### config.mk
export PLATFORM = sky130hd
export DESIGN_NAME = link_frame_sequencer
export DESIGN_NICKNAME = d
export VERILOG_FILES = /design/src/rtl/link_frame_sequencer.sv
export SDC_FILE = /design/constraint.sdc
export NUM_CORES = 1
export LEC_CHECK = 0
export ABC_AREA = 0
export CELL_PAD_IN_SITES_DETAIL_PLACEMENT = 1
export CELL_PAD_IN_SITES_GLOBAL_PLACEMENT = 1
export CORE_AREA = 10 10 143 145
export DETAILED_ROUTE_END_ITERATION = 12
export DIE_AREA = 0 0 153 155
export HOLD_SLACK_MARGIN = 0.08
export PLACE_DENSITY_LB_ADDON = 0.08
export SLEW_MARGIN = 30
export SYNTH_ARGS = -nofsm -noshare
export SYNTH_HDL_FRONTEND = slang
export SYNTH_SLANG_ARGS = --single-unit
### constraint.sdc
create_clock -name clk -period 15.6 [get_ports clk]
set_input_delay 3.12 -clock clk [delete_from_list [all_inputs] [get_ports clk]]
set_output_delay 3.12 -clock clk [all_outputs]
set_load 0.01 [all_outputs]
### src/rtl/link_frame_sequencer.sv
// Frame sequencer: serialises one frame LSB-first into SYM_W-bit symbols, reassembles
// the symbols returning after CH_LAT cycles and counts bit errors against the sent copy.
module link_frame_sequencer #(
    parameter int FRAME_W = 28,
    parameter int SYM_W   = 2,
    parameter int CH_LAT  = 2,
    parameter int CNT_W   = 16
) (
    input  logic                           clk,
    input  logic                           rst,
    input  logic [FRAME_W-1:0]             frame_i,
    input  logic                           frame_valid_i,
    output logic                           frame_ready_o,
    output logic [SYM_W-1:0]               sym_o,
    output logic                           sym_valid_o,
    input  logic [SYM_W-1:0]               sym_i,
    input  logic                           clear_i,
    output logic [FRAME_W-1:0]             frame_o,
    output logic                           frame_valid_o,
    output logic [$clog2(FRAME_W+1)-1:0]   err_bits_o,
    output logic [CNT_W-1:0]               err_total_o,
    output logic [CNT_W-1:0]               frame_cnt_o,
    output logic                           busy_o
);

    localparam int NSYM = FRAME_W / SYM_W;
    localparam int IW   = $clog2(NSYM + 1);
    localparam int EW   = $clog2(FRAME_W + 1);
    localparam int SW   = ((CNT_W > EW) ? CNT_W : EW) + 1;
    localparam logic [CNT_W-1:0] CNT_MAX = '1;

    typedef enum logic [1:0] {IDLE, TX, DRAIN} state_t;

    state_t             state_q, state_d;
    logic [FRAME_W-1:0] tx_buf_q, tx_buf_d;
    logic [FRAME_W-1:0] tx_shift_q, tx_shift_d;
    logic [IW-1:0]      tx_cnt_q, tx_cnt_d;
    logic [CH_LAT-1:0]  vdly_q, vdly_d;
    logic [FRAME_W-1:0] rx_buf_q, rx_buf_d, rx_next;
    logic [IW-1:0]      rx_cnt_q, rx_cnt_d;
    logic [FRAME_W-1:0] frame_q, frame_d;
    logic [EW-1:0]      err_bits_q, err_bits_d;
    logic [CNT_W-1:0]   err_total_q, err_total_d;
    logic [CNT_W-1:0]   frame_cnt_q, frame_cnt_d;
    logic               fvalid_q, fvalid_d;
    logic               ready_q;
    logic               accept, rx_cap, rx_last;
    logic [SW-1:0]      sum;

    function automatic logic [EW-1:0] popcount(input logic [FRAME_W-1:0] v);
        logic [EW-1:0] c;
        c = '0;
        for (int i = 0; i < FRAME_W; i++) begin
            c = c + EW'(v[i]);
        end
        return c;
    endfunction

    assign accept  = frame_valid_i && ready_q;
    assign rx_cap  = vdly_q[CH_LAT-1];
    assign rx_last = rx_cap && (rx_cnt_q == IW'(NSYM - 1));
    // Returning symbols enter at the top so symbol 0 ends up in the low bits.
    assign rx_next = (rx_buf_q >> SYM_W) | (FRAME_W'(sym_i) << (FRAME_W - SYM_W));

    always_comb begin
        state_d    = state_q;
        tx_buf_d   = tx_buf_q;
        tx_shift_d = tx_shift_q;
        tx_cnt_d   = tx_cnt_q;
        case (state_q)
            IDLE: begin
                if (accept) begin
                    tx_buf_d   = frame_i;
                    tx_shift_d = frame_i;
                    tx_cnt_d   = '0;
                    state_d    = TX;
                end
            end
            TX: begin
                tx_shift_d = tx_shift_q >> SYM_W;
                if (tx_cnt_q == IW'(NSYM - 1)) begin
                    tx_cnt_d = '0;
                    state_d  = DRAIN;
                end else begin
                    tx_cnt_d = tx_cnt_q + IW'(1);
                end
            end
            DRAIN: begin
                if (rx_last) state_d = IDLE;
            end
            default: state_d = IDLE;
        endcase
    end

    // Capture and completion bookkeeping; clear_i overrides a coincident completion.
    always_comb begin
        vdly_d      = (vdly_q << 1) | CH_LAT'(sym_valid_o);
        rx_buf_d    = rx_buf_q;
        rx_cnt_d    = rx_cnt_q;
        frame_d     = frame_q;
        err_bits_d  = err_bits_q;
        err_total_d = err_total_q;
        frame_cnt_d = frame_cnt_q;
        fvalid_d    = 1'b0;
        sum         = '0;
        if (rx_cap) begin
            rx_buf_d = rx_next;
            rx_cnt_d = rx_cnt_q + IW'(1);
        end
        if (rx_last) begin
            rx_cnt_d    = '0;
            frame_d     = rx_next;
            err_bits_d  = popcount(rx_next ^ tx_buf_q);
            fvalid_d    = 1'b1;
            sum         = SW'(err_total_q) + SW'(err_bits_d);
            err_total_d = (sum > {{(SW-CNT_W){1'b0}}, CNT_MAX}) ? CNT_MAX : sum[CNT_W-1:0];
            frame_cnt_d = frame_cnt_q + CNT_W'(1);
        end
        if (clear_i) begin
            err_total_d = '0;
            frame_cnt_d = '0;
        end
    end

    always_ff @(posedge clk or posedge rst) begin
        if (rst) begin
            state_q     <= IDLE;
            tx_buf_q    <= '0;
            tx_shift_q  <= '0;
            tx_cnt_q    <= '0;
            vdly_q      <= '0;
            rx_buf_q    <= '0;
            rx_cnt_q    <= '0;
            frame_q     <= '0;
            err_bits_q  <= '0;
            err_total_q <= '0;
            frame_cnt_q <= '0;
            fvalid_q    <= 1'b0;
            ready_q     <= 1'b0;
        end else begin
            state_q     <= state_d;
            tx_buf_q    <= tx_buf_d;
            tx_shift_q  <= tx_shift_d;
            tx_cnt_q    <= tx_cnt_d;
            vdly_q      <= vdly_d;
            rx_buf_q    <= rx_buf_d;
            rx_cnt_q    <= rx_cnt_d;
            frame_q     <= frame_d;
            err_bits_q  <= err_bits_d;
            err_total_q <= err_total_d;
            frame_cnt_q <= frame_cnt_d;
            fvalid_q    <= fvalid_d;
            ready_q     <= (state_d == IDLE);
        end
    end

    assign frame_ready_o = ready_q;
    assign sym_o         = tx_shift_q[SYM_W-1:0];
    assign sym_valid_o   = (state_q == TX);
    assign frame_o       = frame_q;
    assign frame_valid_o = fvalid_q;
    assign err_bits_o    = err_bits_q;
    assign err_total_o   = err_total_q;
    assign frame_cnt_o   = frame_cnt_q;
    assign busy_o        = (state_q != IDLE);

endmodule
After elaboration in Yosys (flattened, before gate mapping)
Index checks and enable logic that the tools add are counted.
{"block": "totals", "output_inout_bits": 71, "ff_bits": 163, "in_bits": 34, "wordCells": 80}
{"block": "op_classes", "n_mux": 17, "bitwise_logic": 3, "order_cmp": 1, "eq_ne": 5, "n_reduce_logical": 10, "addsub": 31}
{"op": "$add A5 B1 Y5", "count": 23}
{"op": "$mux W16", "count": 5}
{"op": "$pmux W28 S2", "count": 1}
{"op": "$mux W28", "count": 1}
{"op": "$or A26 B28 Y28", "count": 1}
{"op": "$xor A28 B28 Y28", "count": 1}
{"op": "$add A16 B5 Y17", "count": 1}
{"op": "$gt A17 B16 Y1 const B", "count": 1}
{"op": "$add A16 B1 Y16 const B", "count": 1}
{"op": "$mux W4", "count": 4}
{"op": "$add A4 B1 Y4 const B", "count": 2}
{"op": "$eq A4 B4 Y1 const B", "count": 2}
{"op": "$pmux W4 S2", "count": 1}
{"op": "$reduce_bool A2 Y1", "count": 4}
{"op": "$mux W2", "count": 3}
{"op": "$pmux W2 S3", "count": 1}
{"op": "$add A4 B1 Y5", "count": 1}
{"op": "$add A3 B1 Y4", "count": 1}
{"op": "$logic_not A2 Y1", "count": 2}
{"op": "$reduce_and A2 Y1", "count": 2}
{"op": "$add A2 B1 Y3", "count": 1}
{"op": "$add A1 B1 Y2", "count": 1}
{"op": "$eq A2 B1 Y1 const B", "count": 1}
{"op": "$eq A2 B2 Y1 const B", "count": 1}
{"op": "other kinds (4)", "count": 5}

Longest topological paths before layout
Gate-level depths: netlist (run 1).
{"block": "logic_depth", "depth_word": 34, "mapped_depth": 23}

Worst setup path after synthesis (run 1)
OpenSTA, ideal clock, no wires.
{"block": "synth_path", "kind": "input -> register", "from": "input sym_i[1]", "to": "register err_total_q[15], in the netlist err_total_o[15]", "arrival_time_ns": 8.881, "path_stages": 22, "n_path_buf": 1, "setup_slack_ns": 6.620, "setup_time_ns": 0.099, "path_cell_list": "xnor2_1 -> fa_1 -> fa_1 -> inv_1 -> fa_1 -> fa_1 -> inv_1 -> fa_1 -> fa_1 -> inv_1 -> ha_1 -> fa_1 -> a21o_1 -> a21oi_1 -> xnor2_1 -> ha_1 -> inv_1 -> o221a_2 -> or3_4 -> buf_6 -> and2_0 -> a311oi_1"}
{"block": "synth_between", "elab_chain_cells": 8}
{"element": "start: declaration", "line_no": "16", "rtl": "input logic [SYM_W-1:0] sym_i,"}
{"element": "$or A26 B28 Y28 (*)", "line_no": "63", "rtl": "assign rx_next = (rx_buf_q >> SYM_W) | (FRAME_W'(sym_i) << (FRAME_W - SYM_W));"}
{"element": "$xor A28 B28 Y28 (*)", "line_no": "113", "rtl": "err_bits_d = popcount(rx_next ^ tx_buf_q);"}
{"element": "$add A5 B1 Y5 (*)", "line_no": "54", "rtl": "c = c + EW'(v[i]);"}
{"element": "$add A16 B5 Y17 (*)", "line_no": "115", "rtl": "sum = SW'(err_total_q) + SW'(err_bits_d);"}
{"element": "$gt A17 B16 Y1", "line_no": "116", "rtl": "err_total_d = (sum > {{(SW-CNT_W){1'b0}}, CNT_MAX}) ? CNT_MAX : sum[CNT_W-1:0];"}
{"element": "$mux W16 (*)", "line_no": "116"}
{"element": "$mux W16 (*)", "line_no": "110", "rtl": "if (rx_last) begin"}
{"element": "$mux W16 (*)", "line_no": "119", "rtl": "if (clear_i) begin"}
{"element": "end signal: assignment", "line_no": "150", "rtl": "err_total_q <= err_total_d;"}
{"element": "end: declaration", "line_no": "43", "rtl": "logic [CNT_W-1:0] err_total_q, err_total_d;"}
Every way passes the cells marked *; elsewhere a longest branch is shown, timed or not. The select of a mux whose other input is x is not followed.
A chain may end at the register's enable or synchronous reset.

Final worst setup path (run 1)
Same ends and word-level chain as after synthesis.

==> results of run 1 <==
==> worst paths after layout <==
| kind | start | endpoint | cells past startpoint |
|---|---|---|---|
| worst max register to register | rx_buf_q[13]$_DFFE_PP0P_ | err_total_o[15]$_DFFE_PP0P_ | 21 |
| worst min-delay path | vdly_q[0]$_DFF_PP0_ | vdly_q[1]$_DFF_PP0_ | 0 |
| min in group asynchronous | rst | frame_o[5]$_DFFE_PP0P_ | 2 |
| worst max-delay path | sym_i[1] | err_total_o[15]$_DFFE_PP0P_ | 22 |
| max in group asynchronous | rst | tx_buf_q[26]$_DFFE_PP0P_ | 3 |
| worst min register to register | vdly_q[0]$_DFF_PP0_ | vdly_q[1]$_DFF_PP0_ | 0 |
==> critical path: stages <==
cell	delay, ps
clkdlybuf4s50_1	520
xnor2_1	150
fa_1	470
fa_1	510
inv_1	60
fa_1	460
fa_1	490
inv_1	60
fa_1	500
fa_1	540
inv_1	50
ha_1	220
fa_1	400
a21o_1	170
a21oi_1	170
xnor2_1	110
ha_1	390
nand2_1	130
o221a_2	290
or3_4	450
and2_0	190
a311oi_1	300
==> synthesized netlist by cell type (all sizes together) <==
cell	n	area, um^2
nand2	145	544
nor4b	1	8.76
a21o	2	15.0
a21oi	17	85.1
o21ai	50	250
nor3	10	50.1
o41ai	1	8.76
clkbuf	20	75.1
and3	2	12.5
a211o	1	8.76
and2	3	18.8
a31oi	10	62.6
o311ai	1	8.76
o221a	1	11.3
nor2b	2	12.5
nor2	24	90.1
o21a	1	7.51
xor2	23	201
mux2i	26	260
or3	5	36.3
a311oi	4	35.0
fa	21	420
nand3b	1	7.51
and4	6	52.6
ha	19	238
a22o	2	17.5
xnor2	24	210
nand3	8	40.0
dfrtp	161	4030
o32a	1	10.0
nand2b	1	6.26
nor3b	1	7.51
buf	13	72.6
a211oi	2	15.0
nand4	7	65.1
mux2	55	619
inv	33	124
or2	3	18.8
==> cell type report <==
type / count / area share
flip-flops and latches: 161 / 0.419
well taps: 229 / 0.0298
clock buffers: 22 / 0.0483
inverters: 33 / 0.0135
clock inverters: 10 / 0.0163
multi-input cells: 480 / 0.360
repair buffers: 110 / 0.113
diodes: 1 / 0.000260
==> layout by cell type (no fill, tap or decap), drive strengths merged, types with 4 or more instances in the layout <==
master         netlist  routed
xnor2               24      24
mux2                55      55
clkdlybuf4s50        0     103
fa                  21      21
mux2i               26      26
inv                 33      33
a21oi               17      17
clkbuf              20      22
buf                 13       7
nor2                24      24
a31oi               10      10
nand4                7       7
nand2              145     145
o21ai               50      50
or3                  5       5
nand3                8       8
a311oi               4       4
xor2                23      23
and4                 6       6
bufinv               0       4
nor3                10      10
ha                  19      19
dfrtp              161     161
clkinv               0       5
==> registers in the layout (all words and copies together), names as in the netlist <==
signal and flops:
state_q 2, rx_cnt_q 4, frame_cnt_o 16, err_total_o 16, frame_ready_o 1, vdly_q 2
frame_valid_o 1, tx_shift_q 28, rx_buf_q 26, frame_o 28, tx_buf_q 28, err_bits_o 5
tx_cnt_q 4
==> logic make-up (layout without fill, tap and decap cells) <==
family	after synthesis	in the layout	share of synthesized area
AOI/OAI and AO/OA	93	93	0.0690
other	0	1	0
xor gates and xnor gates	47	47	0.0531
buffers and inverters	66	175	0.0350
adders and majority gates	40	40	0.0849
DFF	161	161	0.519
and+or+nand+nor	219	219	0.125
muxes	81	81	0.113
==> metal layers <==
layer	share of wire	wire, um	vias to the layer above	track usage
li1	-	-	2571	-
met2	0.51	10000	95	0.293
met5	0	0	-	0
met1	0.44	8550	2817	0.202
met3	0.042	822	20	0.0441
met4	0.012	229	0	0.0431
==> per-stage QoR <==
step            util  hold slack, ps  setup WS (ps)
5_1_grt        0.545             366           5890
4_1_cts        0.544             362           6130
6_report       0.545             360           6170
2_1_floorplan      -             331           6620
3_3_place_gp   0.509             333           5930
3_5_place_dp   0.509             345           5730
==> results.json, run 1 <==
{
  "synth_area_mm2": 0.00776,
  "timing.final.crit_share": 0.605,
  "dr.pass1.iters": 5,
  "final_cell_area_mm2": 0.00962,
  "rows": 49,
  "final.fill_count": 1887,
  "die_y_um": 155,
  "synthCells": 707,
  "grt_max_degree": 95,
  "drive_above_1_share": 0.124,
  "crit_arrival_ps": 9740,
  "instances_no_fill": 1046,
  "gr-total-overflow": 0,
  "synth_warnings": 0,
  "drc_errors": 0,
  "cap_violations": 0,
  "outcome": "finished, final reports clean",
  "worstSetupEndpointType": "flip-flop",
  "antenna_found_initial": 0,
  "syn_to_final_growth_pct": 24.0,
  "grt.total_usage": 0.168,
  "clockRootBuffer": "clkbuf_16",
  "drv_slew": 0,
  "routed_wl_mm": 19.6,
  "cts.sinks": 161,
  "cts_buffer_depth": 2,
  "fp.dieW_um": 153,
  "start_util": 0.439,
  "io_buffer_count": 104,
  "layout.nets": 877,
  "routed-via-count": 5503,
  "avgRoutedWirePerCell_um": 18.8,
  "die_area_mm2": 0.0237,
  "viasPerCell": 5.26,
  "fin_skew_ps": 7.55,
  "regArea_mm2": 0.00403,
  "grt_pass1_wl_mm": 32.8,
  "grt_pass1_vias": 6109,
  "htreeDepth": 4,
  "cts_tree": "done",
  "synth_cell_type_count": 47,
  "hold_violations": 0,
  "synth_seq_cells": 161,
  "tightest_slew_ps": 855,
  "insertion_delay_ps": 420,
  "syn_avg_cell_area_um2": 11.0,
  "startpoint_type": "input port",
  "dp_hpwl_mm": 13.8,
  "postRouteAntennaNets": 0,
  "max_slew_margin": 0.430,
  "multi_input_area_mm2": 0.00347,
  "coreArea_mm2": 0.0177,
  "syn_nets": 781,
  "drt_iter0_markers": 185,
  "placed_area_mm2": 0.00899,
  "r2r_slack_ps": 8760,
  "cp_max_fo": 12,
  "hp-class": "reg2reg",
  "fin_tns_setup_ps": 0,
  "numCtsBuffers": 17,
  "setup_violations": 0,
  "cts_setup_buffers": 0,
  "routabilityCongestion": 0.829,
  "pin_count": 105,
  "path_class": "in2reg",
  "worst_ep_required_time_ps": 15910,
  "place_inst": 1013,
  "yosysSeqAreaShare": 0.519,
  "finalCriticalPeriod_ps": 9430,
  "postCtsResizedCells": 0,
  "path_clk_slew_ps": 60,
  "cts_hold_buffers": 0,
  "fmax_mhz": 106,
  "rsz0062_at_grt": "no"
}
Power of run 1 is left out: the tool's default activity adds up to more than one toggle a clock period on the data nets, which glitch-free logic cannot reach.
==> run 2: changes to the inputs <==
--- a/config.mk
+++ b/config.mk
@@ -8,9 +8,9 @@
 export ABC_AREA = 0
 export CELL_PAD_IN_SITES_DETAIL_PLACEMENT = 1
 export CELL_PAD_IN_SITES_GLOBAL_PLACEMENT = 1
-export CORE_AREA = 10 10 143 145
+export CORE_AREA = 10 10 153 155
 export DETAILED_ROUTE_END_ITERATION = 12
-export DIE_AREA = 0 0 153 155
+export DIE_AREA = 0 0 163 165
 export HOLD_SLACK_MARGIN = 0.08
 export PLACE_DENSITY_LB_ADDON = 0.08
 export SLEW_MARGIN = 30
==> constraint.sdc (replaced) <==
create_clock -name clk -period 8.66 [get_ports clk]
set_input_delay 1.732 -clock clk [delete_from_list [all_inputs] [get_ports clk]]
set_output_delay 1.732 -clock clk [all_outputs]
set_load 0.01 [all_outputs]
==> run 2 against run 1 <==
Net effect:
- core utilization shrank 6.4 points
- via count shrank 1.8%
- non-clock buffer count rose by 1
- sequential share of layout area decreased by 0.34 points
- design area increased by 0.81%
- first-iteration DRC count down 4.9%
- critical path depth did not move
- die area is 13% higher
- register-to-register slack got worse by 7000 ps
- count of clock-buffer cells in the layout is 4 lower
- cell count rose by 3.9%
- clock skew rose by 5.6 ps
- highest routed layer unchanged
==> results.json, run 2 (synthesized netlist as in run 1, its figures left out) <==
{
  "tightest_slew_ps": 868,
  "timing.final.crit_share": 0.937,
  "cap_violations": 0,
  "worst_ep_required_time_ps": 8970,
  "crit_arrival_ps": 8420,
  "crit_path_frequent_cell": "fa_1",
  "finalCriticalPeriod_ps": 8110,
  "hold_violations": 0,
  "cts_buffer_depth": 2,
  "cts.sinks": 161,
  "multi_input_area_mm2": 0.00347,
  "cts_setup_buffers": 0,
  "routabilityCongestion": 0.792,
  "fin_skew_ps": 13.1,
  "place_inst": 1055,
  "routed-via-count": 5406,
  "die_y_um": 165,
  "max_slew_margin": 0.420,
  "routed_wl_mm": 19.2,
  "slowest_delay_ps": 570,
  "postRouteAntennaNets": 0,
  "instances_no_fill": 1087,
  "path_buf_inv": 4,
  "final_cell_mix": "161 x dfrtp_1, 145 x nand2_1, 104 x clkdlybuf4s50_1",
  "rows": 52,
  "cp_top_family": "adder cells",
  "cp_max_fo": 12,
  "viasPerCell": 4.97,
  "r2r_slack_ps": 1770,
  "r2r-start": "tx_buf_q[17]$_DFFE_PP0P_",
  "dp_hpwl_mm": 14.1,
  "die_area_mm2": 0.0269,
  "rsz0062_at_grt": "no",
  "regArea_mm2": 0.00403,
  "reg2reg_depth": 22,
  "dr.pass1.iters": 4,
  "outcome": "finished, final reports clean",
  "crit_slowest_cell": "clkdlybuf4s50_1",
  "antenna_cells": 0,
  "regToRegEndpoint": "err_total_o[15]$_DFFE_PP0P_",
  "fin_tns_setup_ps": 0,
  "gr-total-overflow": 0,
  "grt_pass1_vias": 6088,
  "crit_start": "sym_i[1]",
  "avgRoutedWirePerCell_um": 17.7,
  "syn_to_final_growth_pct": 25.0,
  "layout.nets": 878,
  "worstSetupEndpointType": "flip-flop",
  "start_util": 0.385,
  "path_clk_slew_ps": 70,
  "fmax_mhz": 123,
  "cts_tree": "done",
  "coreArea_mm2": 0.0202,
  "htreeDepth": 4,
  "cts_hold_buffers": 0,
  "io_buffer_count": 104,
  "drt_iter0_markers": 176,
  "crit_cells": 22,
  "drive_above_1_share": 0.127,
  "pin_count": 105,
  "fp.dieW_um": 163,
  "final.fill_count": 2196,
  "antenna_found_initial": 0,
  "holdWs_ps": 352,
  "insertion_delay_ps": 430,
  "grt.total_usage": 0.150,
  "hp-class": "reg2reg",
  "drv_slew": 0,
  "worstPathCellList": "clkdlybuf4s50_1, xnor2_1, fa_1, fa_1, inv_1, fa_1, fa_1, inv_1, fa_1, fa_1, inv_1, ha_1, fa_1, a21o_1, a21oi_1, xnor2_1, ha_1, nand2_1, o221a_2, or3_4, and2_0, a311oi_1",
  "drc_errors": 0,
  "endpoint": "err_total_o[15]$_DFFE_PP0P_",
  "final_common_cell": "dfrtp_1",
  "numCtsBuffers": 17,
  "setup_violations": 0,
  "clockRootBuffer": "clkbuf_16",
  "postCtsResizedCells": 0,
  "path_class": "in2reg",
  "grt_pass1_wl_mm": 32.4,
  "grt_max_degree": 93,
  "startpoint_type": "input port"
}
## run 2: cell types whose count changed in the layout (fill, tap and decap cells not counted), moves of 2 or more
cell and change:
clkinv_2 -3, inv_6 +2, clkinvlp_4 +3, inv_8 +2
clkbuf_1 -3
## run 2: worst min path at each step
stage                        startpoint                   to  slack [ps]  depth (start not counted)
floorplan           vdly_q[0]$_DFF_PP0_  vdly_q[1]$_DFF_PP0_         330                          0
global placement    vdly_q[0]$_DFF_PP0_  vdly_q[1]$_DFF_PP0_         330                          0
detailed placement  vdly_q[0]$_DFF_PP0_  vdly_q[1]$_DFF_PP0_         340                          0
CTS                 vdly_q[0]$_DFF_PP0_  vdly_q[1]$_DFF_PP0_         350                          0
global route        vdly_q[0]$_DFF_PP0_  vdly_q[1]$_DFF_PP0_         370                          0
finish              vdly_q[0]$_DFF_PP0_  vdly_q[1]$_DFF_PP0_         350                          0
## run 2: stage by stage
stage          utilization  worst slack (ps)  area (um^2)
2_1_floorplan            -              1070         7760
3_3_place_gp         0.449               331         9050
3_5_place_dp         0.450              99.6         9070
4_1_cts              0.480               539         9690
5_1_grt              0.481               216         9700
6_report             0.481               549         9700
## run 2: final cells by class
type | instances | share of cell area
Clock buffer | 18 | 0.0453
Sequential cell | 161 | 0.415
Multi-Input combinational cell | 480 | 0.357
Clock inverter | 14 | 0.0182
Tap cell | 270 | 0.0348
Timing Repair Buffer | 111 | 0.115
Inverter | 33 | 0.0135
## run 2: routing by layer
metal / wire length, um / GRT usage / vias up / part of all wire
li1: - / - / 2572 / -
met1: 8650 / 0.186 / 2730 / 0.45
met2: 9520 / 0.251 / 87 / 0.49
met3: 817 / 0.0398 / 17 / 0.042
met4: 252 / 0.0447 / 0 / 0.013
met5: 0 / 0 / - / 0
Power of run 2 is left out for the same reason.
==> run 3: changes to the inputs <==
--- a/config.mk
+++ b/config.mk
@@ -8,9 +8,11 @@
 export ABC_AREA = 0
 export CELL_PAD_IN_SITES_DETAIL_PLACEMENT = 1
 export CELL_PAD_IN_SITES_GLOBAL_PLACEMENT = 1
-export CORE_AREA = 10 10 153 155
+export CORE_AREA = 2 2 135 137
+export CTS_CLUSTER_SIZE = 20
 export DETAILED_ROUTE_END_ITERATION = 12
-export DIE_AREA = 0 0 163 165
+export DIE_AREA = 0 0 137 139
+export DONT_BUFFER_PORTS = 1
 export HOLD_SLACK_MARGIN = 0.08
 export PLACE_DENSITY_LB_ADDON = 0.08
 export SLEW_MARGIN = 30
==> run 3 against run 2 <==
Net effect:
- fmax increased by 8.6%
- core utilization increased by 0.31 points
- largest cell class unchanged
- design area decreased by 12%
- setup slack improved by 640 ps
- critical path type unchanged
- highest routed layer unchanged
- first-iteration DRC count decreased by 8.5%
- routed wire length decreased by 6.8%
- sequential share of layout area increased by 5.6 points
- global-route usage increased by 5.2 points
==> results.json, run 3 (synthesized netlist as in run 1, its figures left out) <==
{
  "outcome": "finished, final reports clean",
  "multi_input_area_mm2": 0.00347,
  "cts.sinks": 161,
  "numCtsBuffers": 17,
  "startpoint_type": "input port",
  "rows": 49,
  "coreArea_mm2": 0.0177,
  "routabilityCongestion": 0.760,
  "max_slew_margin": 0.480,
  "rsz0062_at_grt": "no",
  "drt_iter0_markers": 161,
  "postRouteAntennaNets": 0,
  "crit_arrival_ps": 7800,
  "drv_slew": 0,
  "io_buffer_count": 0,
  "postCtsResizedCells": 0,
  "cts_setup_buffers": 0,
  "viasPerCell": 5.40,
  "regArea_mm2": 0.00403,
  "layout.nets": 773,
  "hold_violations": 0,
  "fin_tns_setup_ps": 0,
  "syn_to_final_growth_pct": 10.2,
  "antenna_cells": 0,
  "tightest_slew_ps": 780,
  "finalCriticalPeriod_ps": 7470,
  "dr.pass1.iters": 4,
  "die_area_mm2": 0.0190,
  "path_clk_slew_ps": 70,
  "worstPathCellList": "xnor2_1, fa_1, fa_1, inv_1, fa_1, fa_1, inv_1, fa_1, fa_1, inv_1, ha_1, fa_1, a21o_1, a21oi_1, xnor2_1, ha_1, nand2_1, o221a_2, or3_4, and2_0, a311oi_1",
  "cts_hold_buffers": 0,
  "pin_count": 105,
  "die_y_um": 139,
  "insertion_delay_ps": 430,
  "path_class": "in2reg",
  "cp_max_fo": 12,
  "clockRootBuffer": "clkbuf_16",
  "crit_path_frequent_cell": "fa_1",
  "grt_max_degree": 86,
  "final_cell_mix": "161 x dfrtp_1, 145 x nand2_1, 55 x mux2_2",
  "fin_skew_ps": 11.2,
  "drc_errors": 0,
  "setup_violations": 0,
  "grt_pass1_wl_mm": 30.1,
  "gr-total-overflow": 0,
  "cts_buffer_depth": 2,
  "grt_pass1_vias": 5746,
  "final.fill_count": 1909,
  "start_util": 0.439,
  "final_common_cell": "dfrtp_1",
  "cts_tree": "done",
  "drive_above_1_share": 0.145,
  "grt.total_usage": 0.202,
  "antenna_found_initial": 0,
  "fmax_mhz": 134,
  "dp_hpwl_mm": 12.7,
  "slowest_delay_ps": 540,
  "cap_violations": 0,
  "crit_slowest_cell": "fa_1",
  "hp-class": "reg2reg",
  "htreeDepth": 4,
  "routed-via-count": 5083,
  "avgRoutedWirePerCell_um": 19.1,
  "timing.final.crit_share": 0.863,
  "worst_ep_required_time_ps": 8990,
  "routed_wl_mm": 17.9,
  "worstSetupEndpointType": "flip-flop",
  "holdWs_ps": 364,
  "fp.dieW_um": 137
}
-- run 3: cell count changes in the layout (fill, tap and decap cells not counted), sizes merged --
cell / before / now
inv: 38 / 39
clkinvlp: 4 / 1
buf: 7 / 6
bufinv: 3 / 1
clkdlybuf4s50: 104 / 0
clkinv: 2 / 6
-- run 3: worst paths after layout --
check / depth (start not counted) / endpoint / slack [ps] / start
max: 21 / err_total_o[13]$_DFFE_PP0P_ / 1190 / sym_i[1]
min: 0 / vdly_q[1]$_DFF_PP0_ / 360 / vdly_q[0]$_DFF_PP0_
max reg2reg: 20 / err_total_o[13]$_DFFE_PP0P_ / 1870 / rx_buf_q[7]$_DFFE_PP0P_
min reg2reg: 0 / vdly_q[1]$_DFF_PP0_ / 360 / vdly_q[0]$_DFF_PP0_
max in group asynchronous: 2 / tx_buf_q[22]$_DFFE_PP0P_ / 6180 / rst
min in group asynchronous: 1 / frame_o[5]$_DFFE_PP0P_ / 1340 / rst
-- run 3: area by class of cell --
class                           instances  area share
Timing Repair Buffer                    6     0.00571
Clock inverter                         14      0.0170
Clock buffer                           18      0.0514
Sequential cell                       161       0.472
Inverter                               33      0.0152
Tap cell                              229      0.0335
Multi-Input combinational cell        480       0.406
-- run 3: critical path: cells and delay by family --
family | cells | cell delay [ps]
adders and majority gates | 9 | 4000
xor gates and xnor gates | 2 | 270
and+or+nand+nor | 3 | 760
buffers and inverters | 3 | 150
AOI/OAI and AO/OA | 4 | 900
-- run 3: layer usage --
layer	vias up	GRT usage	share of wire
met5	-	0	0
met3	22	0.0588	0.061
met1	2600	0.244	0.42
li1	2368	-	-
met2	93	0.345	0.50
met4	0	0.0662	0.015
-- run 3: through the flow --
step                instances  instance area, um^2  setup WS [ps]  utilization
floorplan                 707                 7760           1070            -
global placement          909                 7960            888        0.451
detailed placement        909                 7960            705        0.451
CTS                       941                 8540           1160        0.484
global route              941                 8540            899        0.484
finish                    941                 8540           1190        0.484
Power of run 3 is left out for the same reason.
